--- config.mk ---
export PLATFORM = sky130hd
export DESIGN_NAME = mem_lsu
export DESIGN_NICKNAME = d
export VERILOG_FILES = /design/src/rtl/lsu_pkg.sv /design/src/rtl/lsu_lane.sv /design/src/rtl/mem_lsu.sv
export SDC_FILE = /design/constraint.sdc
export NUM_CORES = 1
export LEC_CHECK = 0
export CAP_MARGIN = 40
export CORE_UTILIZATION = 30
export CTS_BUF_LIST = sky130_fd_sc_hd__clkbuf_4 sky130_fd_sc_hd__clkbuf_8
export CTS_CLUSTER_DIAMETER = 40
export DETAILED_ROUTE_END_ITERATION = 8
export PLACE_DENSITY_LB_ADDON = 0.12
export SLEW_MARGIN = 20
export SYNTH_ARGS = -nofsm -noshare
export SYNTH_HDL_FRONTEND = slang
export SYNTH_SLANG_ARGS = --single-unit
--- constraint.sdc ---
create_clock -name clk -period 8.05 [get_ports clk]
set_clock_uncertainty 0.05 [all_clocks]
set_input_delay 1.61 -clock clk [delete_from_list [all_inputs] [get_ports clk]]
set_output_delay 1.61 -clock clk [all_outputs]
set_load 0.1 [all_outputs]
--- src/rtl/lsu_pkg.sv ---
// Shared types for the load/store unit: size encodings, FSM states,
// latched request record and lane helpers.
package lsu_pkg;

    localparam logic [1:0] SZ_B = 2'b00;
    localparam logic [1:0] SZ_H = 2'b01;
    localparam logic [1:0] SZ_W = 2'b10;

    localparam int BYTE_W = 8;
    localparam int HALF_W = 16;

    typedef enum logic [2:0] {
        IDLE  = 3'd0,
        ISSUE = 3'd1,
        WAIT  = 3'd2,
        WRITE = 3'd3,
        RESP  = 3'd4
    } lsu_state_e;

    typedef struct packed {
        logic        we;
        logic [1:0]  size;
        logic        uns;
        logic [1:0]  off;
        logic [31:0] wdata;
    } lsu_req_t;

    // Size 2'b11 behaves exactly like a word access.
    function automatic logic is_word(input logic [1:0] size);
        return size[1];
    endfunction

    function automatic logic is_misaligned(input logic [1:0] size, input logic [1:0] off);
        if (is_word(size))
            return off != 2'b00;
        else if (size == SZ_H)
            return off[0];
        else
            return 1'b0;
    endfunction

endpackage

--- src/rtl/lsu_lane.sv ---
// Combinational lane logic: little-endian extract/extend for loads and
// read-modify-write merge for sub-word stores.
module lsu_lane
    import lsu_pkg::*;
(
    input  logic [1:0]  size,
    input  logic        uns,
    input  logic [1:0]  off,
    input  logic [31:0] rdata,
    input  logic [31:0] wdata,
    output logic [31:0] load_data,
    output logic [31:0] merged
);

    logic [BYTE_W-1:0] byte_v;
    logic [HALF_W-1:0] half_v;

    always_comb begin
        byte_v    = rdata[{off, 3'b000} +: BYTE_W];
        half_v    = rdata[{off[1], 4'b0000} +: HALF_W];
        load_data = rdata;
        merged    = wdata;
        case (size)
            SZ_B: begin
                load_data = {{(32-BYTE_W){~uns & byte_v[BYTE_W-1]}}, byte_v};
                merged    = rdata;
                merged[{off, 3'b000} +: BYTE_W] = wdata[BYTE_W-1:0];
            end
            SZ_H: begin
                load_data = {{(32-HALF_W){~uns & half_v[HALF_W-1]}}, half_v};
                merged    = rdata;
                merged[{off[1], 4'b0000} +: HALF_W] = wdata[HALF_W-1:0];
            end
            default: begin
                load_data = rdata;
                merged    = wdata;
            end
        endcase
    end

endmodule

--- src/rtl/mem_lsu.sv ---
// Load/store unit driving a word-addressed synchronous RAM port.
// Optional misaligned-access trap: define MISALIGN_TRAP_EN.
//
// Handshakes: a request transfers on the clk edge where req_valid && req_ready;
// a response transfers on the edge where rsp_valid && rsp_ready. A valid, once
// raised, holds its payload stable until that transfer edge.
module mem_lsu
    import lsu_pkg::*;
#(
    parameter logic [31:0] BASE_ADDR = 32'h0
)(
    input  logic        clk,
    input  logic        reset,
    input  logic        req_valid,
    output logic        req_ready,
    input  logic        req_we,
    input  logic [1:0]  req_size,
    input  logic        req_unsigned,
    input  logic [31:0] req_addr,
    input  logic [31:0] req_wdata,
    output logic        rsp_valid,
    input  logic        rsp_ready,
    output logic [31:0] rsp_rdata,
    output logic        rsp_err,
    output logic        mem_we,
    output logic [31:0] mem_addr,
    output logic [31:0] mem_wdata,
    input  logic [31:0] mem_rdata,
    output lsu_state_e  dbg_state
);

    lsu_state_e  state, next_state;
    lsu_req_t    lat;
    logic        accept;
    logic        misalign;
    logic [31:0] lane_load;
    logic [31:0] lane_merged;

    assign req_ready = (state == IDLE);
    assign accept    = req_valid && req_ready;
    assign dbg_state = state;

`ifdef MISALIGN_TRAP_EN
    assign misalign = is_misaligned(req_size, req_addr[1:0]);
`else
    assign misalign = 1'b0;
`endif

    lsu_lane u_lane (
        .size      (lat.size),
        .uns       (lat.uns),
        .off       (lat.off),
        .rdata     (mem_rdata),
        .wdata     (lat.wdata),
        .load_data (lane_load),
        .merged    (lane_merged)
    );

    always_ff @(posedge clk or negedge reset) begin
        if (!reset)
            state <= IDLE;
        else
            state <= next_state;
    end

    always_comb begin
        next_state = state;
        case (state)
            IDLE:    if (accept) next_state = misalign ? RESP : ISSUE;
            ISSUE:   next_state = (lat.we && is_word(lat.size)) ? RESP : WAIT;
            WAIT:    next_state = lat.we ? WRITE : RESP;
            WRITE:   next_state = RESP;
            RESP:    if (rsp_valid && rsp_ready) next_state = IDLE;
            default: next_state = IDLE;
        endcase
    end

    // The address is registered on the accept edge so the RAM sees it during
    // ISSUE and its read data is ready to sample in WAIT.
    always_ff @(posedge clk or negedge reset) begin
        if (!reset) begin
            lat       <= '0;
            mem_we    <= 1'b0;
            mem_addr  <= '0;
            mem_wdata <= '0;
            rsp_valid <= 1'b0;
            rsp_rdata <= '0;
            rsp_err   <= 1'b0;
        end else begin
            mem_we    <= 1'b0;
            rsp_valid <= (state == RESP) && !(rsp_valid && rsp_ready);
            case (state)
                IDLE: if (accept) begin
                    lat       <= '{we: req_we, size: req_size, uns: req_unsigned,
                                   off: req_addr[1:0], wdata: req_wdata};
                    rsp_rdata <= '0;
                    rsp_err   <= misalign;
                    if (!misalign) begin
                        mem_addr <= (req_addr - BASE_ADDR) >> 2;
                        if (req_we && is_word(req_size)) begin
                            mem_we    <= 1'b1;
                            mem_wdata <= req_wdata;
                        end
                    end
                end
                WAIT: begin
                    if (lat.we) begin
                        mem_we    <= 1'b1;
                        mem_wdata <= lane_merged;
                    end else begin
                        rsp_rdata <= lane_load;
                    end
                end
                default: ;
            endcase
        end
    end

endmodule
======== After elaboration in Yosys (flattened, before gate mapping) ========
Index checks and enable logic that the tools add are counted.
W data, S select, Z words.
cells by class
  add/subtract/negate cells ............... 2
  equality and inequality tests ........... 10
  shift operators ......................... 6
  muxes and demuxes ....................... 20
  bitwise operators ....................... 3
  reductions and logical operators ........ 13
operators with widths
  cell                       number
  $pmux W32 S2               4
  $mux W32                   5
  $bwmux W32                 2
  $shift A16 B7 Y32 const A  1
  $shift A8 B7 Y32 const A   1
  $shiftx A16 B7 Y32         1
  $shiftx A32 B6 Y16         1
  $shiftx A32 B6 Y8          1
  $shiftx A8 B7 Y32          1
  $pmux W3 S5                1
  $neg A5 Y7                 2
  $mux W3                    4
  $eq A3 B2 Y1 const B       2
  $ne A2 B2 Y1 const B       3
  $logic_and A1 B1 Y1        5
  $ne A2 B1 Y1 const B       2
  $reduce_and A2 Y1          2
  $reduce_and A4 Y1          1
  $eq A3 B1 Y1 const B       1
  $eq A3 B3 Y1 const B       1
  $logic_not A3 Y1           1
  $mux W1                    3
  $reduce_and A3 Y1          1
  $and A1 B1 Y1              2
  other kinds (6)            6
storage, ports and cells
  register bits after elaboration ......... 137
  logic and storage cells ................. 65

======== Logic depth before layout (Yosys ltp) ========
  word-level depth ........................ 6
  gate-level depth with buffers ........... 11

======== Cells and area by module ========
Synthesis repeated with hierarchy kept, for this count alone.
second synthesis, totals
  cells, all modules ...................... 625
  area total of the unflattened synthesis .. 7018.0 um^2
modules (own cells, without submodules)
  module    instances  cells each  area an instance (um^2)  sequential area each (um^2)
  mem_lsu   1          349         5320.1                   3428.3
  lsu_lane  1          276         1697.9                   0.0

======== Worst setup path after synthesis ========
Ideal clock, no wire load.
  kind .................................... flip-flop to output port
  from .................................... reg state[1], in the netlist dbg_state[1]
  to ...................................... out req_ready
  data arrival time ....................... 3.181 ns
  slack ................................... 3.209 ns
  cell stages (with the launch flop) ...... 3
  path buffers ............................ 1
  cells stage by stage .................... dfrtp_1 > buf_2 > nor3_1
between the ends
  cells in the longest elaborated chain, start to end .. 1
ends and longest elaborated chain
  item                    line           RTL
  start, declared         mem_lsu.sv:32  lsu_state_e state, next_state;
  start signal, assigned  mem_lsu.sv:63  state <= next_state;
  $logic_not A3 Y1        mem_lsu.sv:39  assign req_ready = (state == IDLE);
  end, declared           mem_lsu.sv:15  output logic req_ready,
Every way passes these cells.

======== Worst setup path in the final report ========
Same ends and word-level chain as after synthesis.

==> impl_metrics.env <==
export IMPL_status="complete, no violations"
export IMPL_routed_wirelength_um=24000
export IMPL_layout_area_overhead_vs_synth_pct=61.3
export IMPL_first_global_vias=6596
export IMPL_clk_transition_reported_paths_ps=80
export IMPL_synth_most_common_cell="dfrtp_1"
export IMPL_num_antenna_cells=0
export IMPL_synth_seq_area_share=0.491
export IMPL_path_max_fanout=13
export IMPL_family_with_the_most_delay_on_the_worst_path="buffers and inverters"
export IMPL_initial_utilization=0.307
export IMPL_synth_top_cell_area_share=0.491
export IMPL_nFillCells=2007
export IMPL_grt_first_pass_wirelength_um=37000
export IMPL_crit_buf_inv=2
export IMPL_clock_sink_count=137
export IMPL_routabilityCongestion=0.861
export IMPL_wl_per_cell_um=19.6
export IMPL_dominantRegCellSynth="dfrtp_1"
export IMPL_post_cts_setup_buffers=0
export IMPL_critical_path_max_stage_delay_ps=560
export IMPL_dr_first_iter_drc_count=373
export IMPL_critPathRequiredTime_ps=6390
export IMPL_final_layout_size_suffix_gt1_frac=0.253
export IMPL_hold_path_class="reg -> reg"
export IMPL_cts_root_buffer_cell="clkbuf_8"
export IMPL_ys_seq_elements=137
export IMPL_totalNegativeSetupSlack_ps=0
export IMPL_startpoint_type="flop"
export IMPL_floorplan_die_area_um2=23900
export IMPL_maxCapViolations=0
export IMPL_synthDistinctLibCells=49
export IMPL_worst_slew_pin_slew_ps=862
export IMPL_critPathKind="reg -> out"
export IMPL_ant_nets=0
export IMPL_finalSetupViolCount=0
export IMPL_via_per_inst=5.23
export IMPL_clock_tree_htree_level_count=4
export IMPL_overflow=0
export IMPL_fp_row_count=55
export IMPL_cts_tree="yes"
export IMPL_fin_crit_ps=3660
export IMPL_setup_reg_to_reg_worst_slack_ps=4960
export IMPL_ys_async_sr_fraction=1.00
export IMPL_timing_max_slew_rel_slack=0.421
export IMPL_insertion_delay_ps=450
export IMPL_drc=0
export IMPL_grt_util_all_layers=0.205
export IMPL_die_height_um=155
export IMPL_worstPathArrival_ps=2000
export IMPL_worst_setup_path_endpoint="req_ready"
export IMPL_pin_count=207
export IMPL_cts_hold_buffers=0
export IMPL_die_width_um=155
export IMPL_antenna_found_initial=0
export IMPL_cts_buffer_depth=2
export IMPL_crit_reg2reg_launch="lat[33]"
export IMPL_r2r_cells=7
export IMPL_maxSlewViolCount=0
export IMPL_yosys_warnings=0
export IMPL_dr_pass1_iters=6
export IMPL_grt_setup_unrepaired="no"
export IMPL_synthesis_area_um2=6980
export IMPL_routed_via_count=6390
export IMPL_cts_resized_gates=0
export IMPL_post_synth_top_area_cell="dfrtp_1"
export IMPL_worstSetupEndpointType="output pin"
export IMPL_hpwl_um=17900
export IMPL_tritoncts_num_buffers=17
export IMPL_origin_of_the_worst_setup_path="dbg_state[1]"
export IMPL_floorplan_core_area_um2=22700
export IMPL_io_buffers=203
export IMPL_avgSynthCellArea_um2=10.9
export IMPL_maximum_number_of_pins_on_one_net_before_global_route_repair=54
export IMPL_timing_critical_path_cells="nor3_1 > clkdlybuf4s50_1 > buf_8"
export IMPL_post_route_period_util=0.455
export IMPL_finalHoldViolations=0
export IMPL_netlist_top_cells_area="dfrtp_1 (49%), mux2_2 (12%), a221o_1 (5.2%)"
export IMPL_fin_nets=1032
export IMPL_worst_path_slowest_cell="clkdlybuf4s50_1"
export IMPL_ys_top_cells_by_count="dfrtp_1 (137), mux2_2 (74), nor2_1 (68)"
export IMPL_synth_edf_count=0
export IMPL_synthCells=640
export IMPL_achievable_frequency_mhz=273
export IMPL_capture_instance_of_the_worst_register_to_register_path="mem_wdata[2]"
export IMPL_path_depth=3
[per-layer routing]
layer  vias up  GRT usage  part of all wire
met5         -          0                 0
met4         0     0.0797             0.027
met3        47     0.0504             0.066
met2       256      0.331              0.47
met1      3137      0.265              0.44
li1       2950          -                 -
[worst min path at each step]
stage	start	end	slack, ps	cells after the start
6_report	rsp_rdata[4]	rsp_rdata[4]	430	2
5_1_grt	mem_wdata[26]	mem_wdata[26]	460	2
4_1_cts	rsp_rdata[2]	rsp_rdata[2]	430	2
3_5_place_dp	rsp_rdata[2]	rsp_rdata[2]	410	2
3_3_place_gp	rsp_rdata[5]	rsp_rdata[5]	410	1
2_1_floorplan	lat[16]	lat[16]	430	1
[layout make-up]
type	instances	area, um^2	area share
Clock buffer	19	255	0.0227
Multi-Input combinational cell	438	3280	0.291
Sequential cell	137	3430	0.304
Timing Repair Buffer	319	3800	0.338
Inverter	10	37.5	0.00333
Tap cell	285	357	0.0317
Clock inverter	13	97.6	0.00867
[cells by family (layout without fill, tap and decap cells)]
| family | Yosys count | count (layout) | synth area share |
|---|---|---|---|
| buffers and inverters | 67 | 361 | 0.0441 |
| and+or+nand+nor | 169 | 169 | 0.115 |
| adders and majority gates | 5 | 5 | 0.00896 |
| other | 1 | 3 | 0.000537 |
| AOI/OAI and AO/OA | 166 | 166 | 0.182 |
| muxes | 95 | 95 | 0.158 |
| DFF | 137 | 137 | 0.491 |
[per-stage QoR]
| stage | std cells | setup WS [ps] | util | hold WS, ps | cell area [um^2] |
|---|---|---|---|---|---|
| 2_1_floorplan | 642 | 3210 | - | 432 | 6990 |
| 3_3_place_gp | 1081 | 4070 | 0.405 | 415 | 9200 |
| 3_5_place_dp | 1185 | 4050 | 0.479 | 414 | 10900 |
| 4_1_cts | 1217 | 4350 | 0.494 | 433 | 11200 |
| 5_1_grt | 1221 | 4210 | 0.496 | 459 | 11300 |
| 6_report | 1221 | 4390 | 0.496 | 430 | 11300 |
[flip-flops by register name, summed over array words and instances, names as in the netlist]
| name | flops |
|---|---|
| lat | 38 |
| rsp_valid | 1 |
| dbg_state | 3 |
| mem_we | 1 |
| mem_wdata | 32 |
| mem_addr | 30 |
| rsp_rdata | 32 |
[cells in the final DEF (no fill, tap or decap), drive strengths merged, types with 13 or more instances in the layout]
cell / netlist / routed
clkbuf: 29 / 19
mux2: 74 / 74
buf: 28 / 117
dfrtp: 137 / 137
nor2: 68 / 68
o22ai: 13 / 13
mux2i: 16 / 16
o21ai: 31 / 31
clkdlybuf4s50: 0 / 202
a211oi: 17 / 17
o31ai: 24 / 24
nand2: 48 / 48
a221o: 36 / 36
[worst register-to-register path, delay by kind of cell, from the launching register on]
family | cells | cell delay (ps)
AO/OA/AOI/OAI | 3 | 1100
flip-flops | 1 | 330
adder cells (fa/ha/maj) | 1 | 590
buffers and inverters | 2 | 800
AND/OR/NAND/NOR | 1 | 100
Power is not shown: default switching activity piles up to over one toggle a cycle in this logic, so the estimate is an artifact.
